**config.mk**
```make
export PLATFORM = sky130hd
export DESIGN_NAME = thread_scheduler_flat
export DESIGN_NICKNAME = d
export VERILOG_FILES = /design/src/rtl/thread_scheduler_if.sv /design/src/rtl/thread_scheduler.sv /design/src/flat_wrapper.sv
export SDC_FILE = /design/constraint.sdc
export NUM_CORES = 1
export LEC_CHECK = 0
export ABC_AREA = 1
export ABC_CLOCK_PERIOD_IN_PS = 1700
export CAP_MARGIN = 15
export CORE_MARGIN = 10
export CORE_UTILIZATION = 43
export DETAILED_ROUTE_END_ITERATION = 16
export HOLD_SLACK_MARGIN = 0.12
export MAX_ROUTING_LAYER = met4
export PLACE_DENSITY = 0.76
export SLEW_MARGIN = 20
export SYNTH_ARGS = -nofsm -noshare
export SYNTH_HDL_FRONTEND = slang
export SYNTH_SLANG_ARGS = --single-unit
```
**constraint.sdc**
```tcl
create_clock -name clk -period 1.7 [get_ports clk]
set_clock_uncertainty 0.05 [all_clocks]
set_input_delay 0.17 -clock clk [delete_from_list [all_inputs] [get_ports clk]]
set_output_delay 0.17 -clock clk [all_outputs]
set_load 0.005 [all_outputs]
```
**src/rtl/thread_scheduler_if.sv**
```systemverilog
// -----------------------------------------------------------------------------
// thread_scheduler_if
//
// Issue-side bundle between the thread scheduler and the operand-fetch stage.
//
//   pipeline_stall  fetch -> scheduler   downstream cannot accept an issue
//   ts_issue_valid  scheduler -> fetch   registered: an instruction issues
//   ts_thread_idx   scheduler -> fetch   registered selected thread
//   ts_thread_oh    scheduler -> fetch   one-hot of ts_thread_idx, zero if idle
//
// Modports: master = scheduler side, slave = operand-fetch side.
// -----------------------------------------------------------------------------
`ifndef THREADS_PER_CORE
`define THREADS_PER_CORE 4
`endif

interface thread_scheduler_if #(
    parameter int NUM_THREADS = `THREADS_PER_CORE
);
    localparam int IDX_W = $clog2(NUM_THREADS);

    logic                   pipeline_stall;
    logic                   ts_issue_valid;
    logic [IDX_W-1:0]       ts_thread_idx;
    logic [NUM_THREADS-1:0] ts_thread_oh;

    modport master (
        input  pipeline_stall,
        output ts_issue_valid,
        output ts_thread_idx,
        output ts_thread_oh
    );

    modport slave (
        output pipeline_stall,
        input  ts_issue_valid,
        input  ts_thread_idx,
        input  ts_thread_oh
    );
endinterface

```
**src/rtl/thread_scheduler.sv**
```systemverilog
// -----------------------------------------------------------------------------
// thread_scheduler
//
// Per-core issue scheduler. Tracks an IDLE/READY/SUSPENDED run state for each
// hardware thread and picks one runnable thread per cycle, round-robin, for
// the operand-fetch stage. The selection is registered and held under stall.
//
// Ports:
//   clk                  core clock
//   reset                asynchronous, active-high
//   issue_if (master)    pipeline_stall in; ts_issue_valid / ts_thread_idx /
//                        ts_thread_oh out (see thread_scheduler_if)
//   cr_thread_enable     per-thread enable from control registers
//   ifq_ready            per-thread instruction FIFO non-empty
//   suspend_en/_idx      dcache miss: suspend one thread
//   wake_bitmap          fill complete: wake these threads
//   rollback_en/_idx     rollback in progress for one thread
//   ts_suspended         per-thread SUSPENDED state
//   ts_starved           per-thread starvation watchdog flags
//
// Build option: define SCHED_WATCHDOG_EN to build the per-thread 8-bit
// starvation counters; otherwise ts_starved is tied to zero.
// -----------------------------------------------------------------------------
`ifndef THREADS_PER_CORE
`define THREADS_PER_CORE 4
`endif

module thread_scheduler #(
    parameter int NUM_THREADS = `THREADS_PER_CORE,
    localparam int IDX_W      = $clog2(NUM_THREADS)
) (
    input  logic                   clk,
    input  logic                   reset,
    thread_scheduler_if.master     issue_if,
    input  logic [NUM_THREADS-1:0] cr_thread_enable,
    input  logic [NUM_THREADS-1:0] ifq_ready,
    input  logic                   suspend_en,
    input  logic [IDX_W-1:0]       suspend_thread_idx,
    input  logic [NUM_THREADS-1:0] wake_bitmap,
    input  logic                   rollback_en,
    input  logic [IDX_W-1:0]       rollback_thread_idx,
    output logic [NUM_THREADS-1:0] ts_suspended,
    output logic [NUM_THREADS-1:0] ts_starved
);

    typedef enum logic [1:0] {
        ST_IDLE      = 2'd0,
        ST_READY     = 2'd1,
        ST_SUSPENDED = 2'd2
    } thread_state_e;

    thread_state_e          state_q [NUM_THREADS];
    thread_state_e          state_d [NUM_THREADS];

    logic [NUM_THREADS-1:0] suspend_vec;
    logic [NUM_THREADS-1:0] rollback_vec;
    logic [NUM_THREADS-1:0] ready_vec;
    logic [NUM_THREADS-1:0] candidates;

    logic                   sel_found;
    logic [IDX_W-1:0]       sel_idx;
    logic [IDX_W-1:0]       probe_idx;
    logic [NUM_THREADS-1:0] sel_oh;

    logic                   valid_q;
    logic [IDX_W-1:0]       idx_q;
    logic [NUM_THREADS-1:0] oh_q;
    logic [IDX_W-1:0]       last_q;

    wire                    stall = issue_if.pipeline_stall;

    // Decode the indexed suspend/rollback requests into per-thread masks.
    // NOTE: every always_comb output gets a default before any conditional
    // assignment, so no path can leave it unassigned and infer a latch.
    always_comb begin
        suspend_vec  = '0;
        rollback_vec = '0;
        if (suspend_en)  suspend_vec[suspend_thread_idx]   = 1'b1;
        if (rollback_en) rollback_vec[rollback_thread_idx] = 1'b1;
    end

    // Per-thread run-state FSM: next-state logic. Disable overrides all;
    // a suspend that coincides with a wake keeps the thread suspended.
    always_comb begin
        for (int t = 0; t < NUM_THREADS; t++) begin
            state_d[t] = state_q[t];
            if (!cr_thread_enable[t]) begin
                state_d[t] = ST_IDLE;
            end else begin
                unique case (state_q[t])
                    ST_IDLE:      state_d[t] = ST_READY;
                    ST_READY:     if (suspend_vec[t]) state_d[t] = ST_SUSPENDED;
                    ST_SUSPENDED: if (!suspend_vec[t] && wake_bitmap[t]) state_d[t] = ST_READY;
                    default:      state_d[t] = ST_IDLE;
                endcase
            end
        end
    end

    // NOTE: sequential state uses non-blocking assignments so every flop
    // samples the pre-edge values, independent of block ordering.
    always_ff @(posedge clk or posedge reset) begin
        if (reset) begin
            for (int t = 0; t < NUM_THREADS; t++) state_q[t] <= ST_IDLE;
        end else begin
            state_q <= state_d;
        end
    end

    always_comb begin
        ready_vec    = '0;
        ts_suspended = '0;
        for (int t = 0; t < NUM_THREADS; t++) begin
            ready_vec[t]    = (state_q[t] == ST_READY);
            ts_suspended[t] = (state_q[t] == ST_SUSPENDED);
        end
    end

    // A thread being suspended or rolled back this cycle must not issue.
    assign candidates = ready_vec & ifq_ready & cr_thread_enable
                      & ~rollback_vec & ~suspend_vec;

    // Round-robin: first candidate at or after last_q+1. The index wraps
    // naturally because NUM_THREADS is a power of two.
    always_comb begin
        sel_found = 1'b0;
        sel_idx   = '0;
        probe_idx = '0;
        for (int i = 0; i < NUM_THREADS; i++) begin
            probe_idx = last_q + IDX_W'(i + 1);
            if (!sel_found && candidates[probe_idx]) begin
                sel_found = 1'b1;
                sel_idx   = probe_idx;
            end
        end
        sel_oh          = '0;
        sel_oh[sel_idx] = sel_found;
    end

    // Issue register. A stall freezes the selection and the round-robin
    // pointer, but a rollback of the held thread still withdraws the issue.
    always_ff @(posedge clk or posedge reset) begin
        if (reset) begin
            valid_q <= 1'b0;
            idx_q   <= '0;
            oh_q    <= '0;
            last_q  <= IDX_W'(NUM_THREADS - 1);
        end else if (!stall) begin
            valid_q <= sel_found;
            oh_q    <= sel_oh;
            if (sel_found) begin
                idx_q  <= sel_idx;
                last_q <= sel_idx;
            end
        end else if (rollback_en && valid_q && (rollback_thread_idx == idx_q)) begin
            valid_q <= 1'b0;
            oh_q    <= '0;
        end
    end

    assign issue_if.ts_issue_valid = valid_q;
    assign issue_if.ts_thread_idx  = idx_q;
    assign issue_if.ts_thread_oh   = oh_q;

`ifdef SCHED_WATCHDOG_EN
    logic [7:0] starve_cnt_q [NUM_THREADS];

    // Counts non-stall cycles a thread was eligible but lost arbitration;
    // saturates at 255 and clears on issue or on leaving READY.
    always_ff @(posedge clk or posedge reset) begin
        if (reset) begin
            for (int t = 0; t < NUM_THREADS; t++) starve_cnt_q[t] <= 8'd0;
        end else begin
            for (int t = 0; t < NUM_THREADS; t++) begin
                if ((state_q[t] != ST_READY) ||
                    (!stall && sel_found && (sel_idx == IDX_W'(t)))) begin
                    starve_cnt_q[t] <= 8'd0;
                end else if (!stall && candidates[t] && (starve_cnt_q[t] != 8'hFF)) begin
                    starve_cnt_q[t] <= starve_cnt_q[t] + 8'd1;
                end
            end
        end
    end

    always_comb begin
        ts_starved = '0;
        for (int t = 0; t < NUM_THREADS; t++) ts_starved[t] = (starve_cnt_q[t] == 8'hFF);
    end
`else
    assign ts_starved = '0;
`endif

endmodule

```
**src/flat_wrapper.sv**
```systemverilog
// flat-port wrapper written by rule: the top's interface ports become plain ports
module thread_scheduler_flat 
#(
    parameter int NUM_THREADS = `THREADS_PER_CORE,
    localparam int IDX_W      = $clog2(NUM_THREADS)
)
  (clk, reset, cr_thread_enable, ifq_ready, suspend_en, suspend_thread_idx, wake_bitmap, rollback_en, rollback_thread_idx, ts_suspended, ts_starved, issue_if_pipeline_stall, issue_if_ts_issue_valid, issue_if_ts_thread_idx, issue_if_ts_thread_oh);
  thread_scheduler_if #(.NUM_THREADS(NUM_THREADS)) issue_if_i ();
  input  logic clk;
  input  logic reset;
  input  logic [NUM_THREADS-1:0] cr_thread_enable;
  input  logic [NUM_THREADS-1:0] ifq_ready;
  input  logic suspend_en;
  input  logic [IDX_W-1:0] suspend_thread_idx;
  input  logic [NUM_THREADS-1:0] wake_bitmap;
  input  logic rollback_en;
  input  logic [IDX_W-1:0] rollback_thread_idx;
  output logic [NUM_THREADS-1:0] ts_suspended;
  output logic [NUM_THREADS-1:0] ts_starved;
  input wire logic [$bits(issue_if_i.pipeline_stall)-1:0] issue_if_pipeline_stall;
  output wire logic [$bits(issue_if_i.ts_issue_valid)-1:0] issue_if_ts_issue_valid;
  output wire logic [$bits(issue_if_i.ts_thread_idx)-1:0] issue_if_ts_thread_idx;
  output wire logic [$bits(issue_if_i.ts_thread_oh)-1:0] issue_if_ts_thread_oh;
  assign issue_if_i.pipeline_stall = issue_if_pipeline_stall;
  assign issue_if_ts_issue_valid = issue_if_i.ts_issue_valid;
  assign issue_if_ts_thread_idx = issue_if_i.ts_thread_idx;
  assign issue_if_ts_thread_oh = issue_if_i.ts_thread_oh;
  thread_scheduler #(.NUM_THREADS(NUM_THREADS)) u_core (.clk(clk), .reset(reset), .issue_if(issue_if_i), .cr_thread_enable(cr_thread_enable), .ifq_ready(ifq_ready), .suspend_en(suspend_en), .suspend_thread_idx(suspend_thread_idx), .wake_bitmap(wake_bitmap), .rollback_en(rollback_en), .rollback_thread_idx(rollback_thread_idx), .ts_suspended(ts_suspended), .ts_starved(ts_starved));
endmodule
```
**After elaboration in Yosys (flattened, before gate mapping)**

Cells that the tools add are included.

- Bits in registers: 17
- Bits of input ports: 21
- Output and inout port bits: 15
- Logic and storage cells: 119

- Add/subtract/negate cells: 3
- Magnitude comparators: 10
- Equality and inequality tests: 18
- Multiplexer cells: 44
- Bitwise logic cells: 8
- Reductions and logical operators: 28

Operators by type and width:

| kind | number |
|---|---|
| $mux W2 | 16 |
| $ne A3 B2 Y1 const B | 8 |
| $pmux W2 S3 | 4 |
| $lt A2 B3 Y1 const B | 7 |
| $and A4 B4 Y4 | 5 |
| $mux W4 | 4 |
| $mux W1 | 13 |
| $logic_and A1 B1 Y1 | 12 |
| $reduce_and A2 Y1 | 5 |
| $bmux W1 S2 | 4 |
| $eq A2 B1 Y1 const B | 4 |
| $eq A2 B2 Y1 const B | 4 |
| $logic_not A2 Y1 | 4 |
| $not A4 Y4 | 2 |
| $logic_not A1 Y1 | 7 |
| $demux W1 S2 | 3 |
| $ge A2 B1 Y1 const B | 3 |
| $add A2 B2 Y2 const B | 2 |
| $add A2 B1 Y2 const B | 1 |
| $eq A2 B2 Y1 | 1 |
| $ne A2 B1 Y1 const B | 1 |
| $not A1 Y1 | 1 |

**Depth between registers and ports, before layout**

- Depth in word-level cells: 26
- Depth in mapped cells: 15
- Mapped depth without buffers: 15

**Least setup slack after synthesis**

No wires, ideal clock.

- Path type: reg-to-reg
- From: register u_core.last_q[0]
- To: register u_core.idx_q[0] (netlist: u_core.issue_if.ts_thread_idx[0])
- Library setup time: 0.122 ns
- Data arrival time: 1.445 ns
- Data required time: 1.528 ns
- Setup slack: 0.083 ns
- Cell stages (with the launch flop): 11
- Buffers on the path: 1
- Period minus slack after synthesis: 1.617 ns
- Cells stage by stage: dfstp_2 buf_6 inv_1 nand3_4 nand2_4 nor2_2 nand4_1 nand2_2 inv_2 nand2_2 o21ai_1

- Word-level cells in the longest chain between the ends: 14
- Elaborated cells between the ends (all ways): 26
- Classes of those cells: add/sub (3); mux (16); reduce/logical (7)

Ends and longest elaborated chain:

| what | RTL line | text |
|---|---|---|
| start, declared | thread_scheduler.sv:68 | `logic [IDX_W-1:0] last_q;` |
| start signal, assigned | thread_scheduler.sv:147 | `last_q <= IDX_W'(NUM_THREADS - 1);` |
| start signal, assigned | thread_scheduler.sv:153 | `last_q <= sel_idx;` |
| $add A2 B1 Y2 | thread_scheduler.sv:130 | `probe_idx = last_q + IDX_W'(i + 1);` |
| $bmux W1 S2 | thread_scheduler.sv:131 | `if (!sel_found && candidates[probe_idx]) begin` |
| $mux W1 (implied by the code) | thread_scheduler.sv:131 |  |
| $mux W1 | thread_scheduler.sv:131 |  |
| $logic_not A1 Y1 | thread_scheduler.sv:131 |  |
| $logic_and A1 B1 Y1 | thread_scheduler.sv:131 |  |
| $mux W1 | thread_scheduler.sv:131 |  |
| $logic_not A1 Y1 | thread_scheduler.sv:131 |  |
| $logic_and A1 B1 Y1 | thread_scheduler.sv:131 |  |
| $mux W1 | thread_scheduler.sv:131 |  |
| $logic_not A1 Y1 | thread_scheduler.sv:131 |  |
| $logic_and A1 B1 Y1 | thread_scheduler.sv:131 |  |
| $mux W1 | thread_scheduler.sv:131 |  |
| $reduce_and A2 Y1 (no line) | - |  |
| end signal, assigned | thread_scheduler.sv:152 | `idx_q <= sel_idx;` |
| end, declared | thread_scheduler.sv:66 | `logic [IDX_W-1:0] idx_q;` |

Parallel ways exist; a longest one is shown, timed or not. The select of a mux whose other input is x is not followed.
A chain may end at the register's enable or synchronous reset.

**Final worst setup path**

Ends and elaborated chain as after synthesis.

==> reports/results.md <==
| Result | Value |
|:---|:---|
| Run status | finished, violations left |
| Failing checks | setup timing |
| CP Launch Type | register |
| Worst ir drop on vdd | 0.000731 V |
| Mean post-synth cell area | 7.58 µm² |
| Number of warnings printed during yosys synthesis | 0 |
| Core Box Area | 0.00278 mm² |
| Unrepaired setup endpoints after global routing | true |
| CTS root buf | sky130_fd_sc_hd__clkbuf_4 |
| Sum Neg Setup Slack | -0.0539 ns |
| Number of rows created at floorplan | 19 |
| Max-slew violation count | 0 |
| Sequential fraction of the synthesis area | 0.340 |
| Final setup vio count | 4 |
| Final Critical Period | 1.72 ns |
| Main synth FF type | sky130_fd_sc_hd__dfrtp_1 |
| Wire length of the first global-routing pass | 5130 µm |
| Clock network latency to the later pin of the worst-skew pair | 0.29 ns |
| Crit path kind | register to register |
| Filler cell count | 213 |
| # port buffers | 31 |
| Vias per inst | 5.03 |
| Share of the core filled with cells in the final layout | 0.686 |
| Number of buffers created by CTS | 3 |
| CTS tree | done |
| 1st-pass router iterations | 4 |
| HPWL after detailed placement | 2660 µm |
| Routed WL | 3520 µm |
| Effective utilization at floorplan | 0.452 |
| Dpl cell area | 0.00172 mm² |
| Final WS setup | -0.0229 ns |
| Number of antenna-violating nets in the routed design | 0 |
| Number of hold violations in the final report | 0 |
| Maximum fanout count along the critical path | 6 |
| Area growth from synthesis to layout | 51.8% |
| DR vias | 1272 |
| Routability congestion estimate from global placement | 0.824 |
| Count of flip-flops with a built-in enable after synthesis | 0 |
| Power Total | 0.00201 W |
| Layout Cell Area excl Fill | 0.00191 mm² |
| Leakage component of the power | 0.958 nW |
| H-tree depth reported by CTS | 1 |
| Overall die area | 0.00549 mm² |
| Final routed DRC violation total | 0 |
| TritonCTS Sinks | 17 |
| Iteration-0 DRC Markers | 73 |
| Post-route fraction of the period consumed by the critical path | 1.01 |
| Post-Layout Cell Count | 253 |
| Clock transition at path regs | 0.10 ns |
| Cells after DPL | 245 |
| Initial antenna violation count | 0 |
| Count of hold-fix buffers inserted at cts | 0 |
| Crit path required time | 1.84 ns |
| Worst Path Arrival | 1.86 ns |
| Distinct cell type count after synthesis | 28 |
| Global router's overall resource usage | 0.119 |
| Layout cells sized above 1 | 0.378 |
| Max_cap viols | 0 |
| Antenna Diode Count | 0 |
| Final Net Count | 244 |
| GRT overflow | 0 |
| Cell Pwr Density | 1050 mW/mm² |
| Vias in the first global route | 1246 |
| Total of flip-flops plus latches after synthesis | 17 |
| Type of the worst min-delay path | input pin to asynchronous set/reset pin |
| Synthesized area | 0.00126 mm² |
| Die Ht | 74.1 µm |
| Wirelength per Cell | 13.9 µm |
| Die width | 74.1 µm |
| Crit. End Element | register |
| Maximum number of pins on one net before global-route repair | 18 |
| Async SR Flop Fraction | 1.00 |
| Max Fclk | 580 MHz |
| Number of cells produced by synthesis | 166 |
| Largest buffer count on any clock path | 2 |
| # IOs | 36 |
-- cells in the final DEF (no fill, tap or decap), drive strengths merged --
cell and count:
a41oi 1, xor2 1, nor3 1, clkdlybuf4s50 27, dfstp 2, inv 25, a21boi 1, nand4 4
a21oi 1, o31ai 1, nand3 22, o21ai 11, conb 4, o21a 2, o21bai 1, nor2 25
dlymetal6s2s 4, nand2 46, and2 1, dfrtp 15, buf 23, clkbuf 4
-- flip-flops by register name (all words and copies together), names as in the netlist --
name	flops
u_core.issue_if.ts_thread_idx	2
u_core.state_q	8
u_core.issue_if.ts_thread_oh	4
u_core.issue_if.ts_issue_valid	1
u_core.last_q	2
-- worst paths after layout --
path                                                                  start  slack [ns]                                      endpoint  cells past startpoint
worst max-delay path                           u_core.last_q[0]$_DFFE_PP1P_       -0.02  u_core.issue_if.ts_thread_idx[0]$_DFFE_PP0P_                     10
worst min-delay path                                                  reset        0.13    u_core.issue_if.ts_issue_valid$_DFFE_PP0P_                      3
min in group clk                                      suspend_thread_idx[1]        0.33                 u_core.state_q[5]$_DFFE_PP0P_                      4
worst max register to register                 u_core.last_q[0]$_DFFE_PP1P_       -0.02  u_core.issue_if.ts_thread_idx[0]$_DFFE_PP0P_                     10
worst min register to register  u_core.issue_if.ts_thread_oh[3]$_DFFE_PP0P_        0.44   u_core.issue_if.ts_thread_oh[3]$_DFFE_PP0P_                      2
max in group asynchronous                                             reset        1.21                  u_core.last_q[0]$_DFFE_PP1P_                      3
-- logic make-up after synthesis --
family                    after synthesis  share of synthesized area
xor gates and xnor gates                1                     0.0129
other                                   1                    0.00298
buffers and inverters                  30                      0.107
DFF                                    17                      0.340
AOI/OAI and AO/OA                      18                     0.0905
and+or+nand+nor                        99                      0.446
-- synth_stat cells, types with 2 or more instances --
library cell	n	share of area
sky130_fd_sc_hd__dfstp_2	2	0.042
sky130_fd_sc_hd__inv_1	21	0.063
sky130_fd_sc_hd__nor2_1	16	0.048
sky130_fd_sc_hd__nand3_1	10	0.040
sky130_fd_sc_hd__dfrtp_1	15	0.30
sky130_fd_sc_hd__nand4_1	4	0.020
sky130_fd_sc_hd__nand3_2	11	0.088
sky130_fd_sc_hd__nand2_2	13	0.065
sky130_fd_sc_hd__o21ai_1	5	0.020
sky130_fd_sc_hd__o21ai_0	6	0.024
sky130_fd_sc_hd__nor2_2	7	0.035
sky130_fd_sc_hd__nand2_1	31	0.093
sky130_fd_sc_hd__nand2_4	2	0.018
sky130_fd_sc_hd__inv_2	4	0.012
sky130_fd_sc_hd__buf_4	4	0.024
sky130_fd_sc_hd__o21a_1	2	0.012
sky130_fd_sc_hd__nor2_4	2	0.018
-- routing by layer --
metal | track usage | part of all wire | vias to the layer above
met5 | - | 0 | -
met4 | 0.0373 | 0.0082 | 0
met3 | 0.0186 | 0.041 | 4
met2 | 0.212 | 0.52 | 31
met1 | 0.132 | 0.43 | 604
li1 | - | - | 633
-- critical path: stages (launching register included) --
cell,delay [ns]
sky130_fd_sc_hd__dfstp_2,0.59
sky130_fd_sc_hd__buf_6,0.12
sky130_fd_sc_hd__inv_6,0.05
sky130_fd_sc_hd__nand3_2,0.10
sky130_fd_sc_hd__nand3_2,0.11
sky130_fd_sc_hd__nand2_4,0.12
sky130_fd_sc_hd__nand4_1,0.10
sky130_fd_sc_hd__nand2_2,0.15
sky130_fd_sc_hd__inv_4,0.07
sky130_fd_sc_hd__nand2_2,0.09
sky130_fd_sc_hd__o21ai_1,0.07
-- stage by stage --
step / hold WS [ns] / worst slack, ns
2_1_floorplan: 0.0446 / 0.0829
3_3_place_gp: 0.413 / -0.207
3_5_place_dp: 0.418 / -0.297
4_1_cts: 0.134 / 0.00131
5_1_grt: 0.143 / -0.138
6_report: 0.130 / -0.0229
-- final cells by class --
type / count / area [µm²] / area share
Multi-Input combinational cell: 122 / 807 / 0.423
Timing Repair Buffer: 54 / 508 / 0.266
Sequential cell: 17 / 428 / 0.224
Inverter: 25 / 101 / 0.0531
Tap cell: 31 / 38.8 / 0.0203
Clock buffer: 4 / 26.3 / 0.0138
-- report_power, final --
group	switching [W]	leakage, nW	total, W	internal [W]
combinational	0.000616	0.725	0.00117	0.000552
clock	0.000130	0.0150	0.000221	0.0000912
sequential	0.0000942	0.218	0.000621	0.000527
-- timing repair --
item / 4_1_cts / 5_1_grt
setup buffers: 0 / 4
resized for setup: 1 / 34
endpoints found under the setup margin: 4 / 10
pin swaps: 0 / 16
gates cloned: 0 / 0
Note: power is estimated with default switching activity, not from simulation.
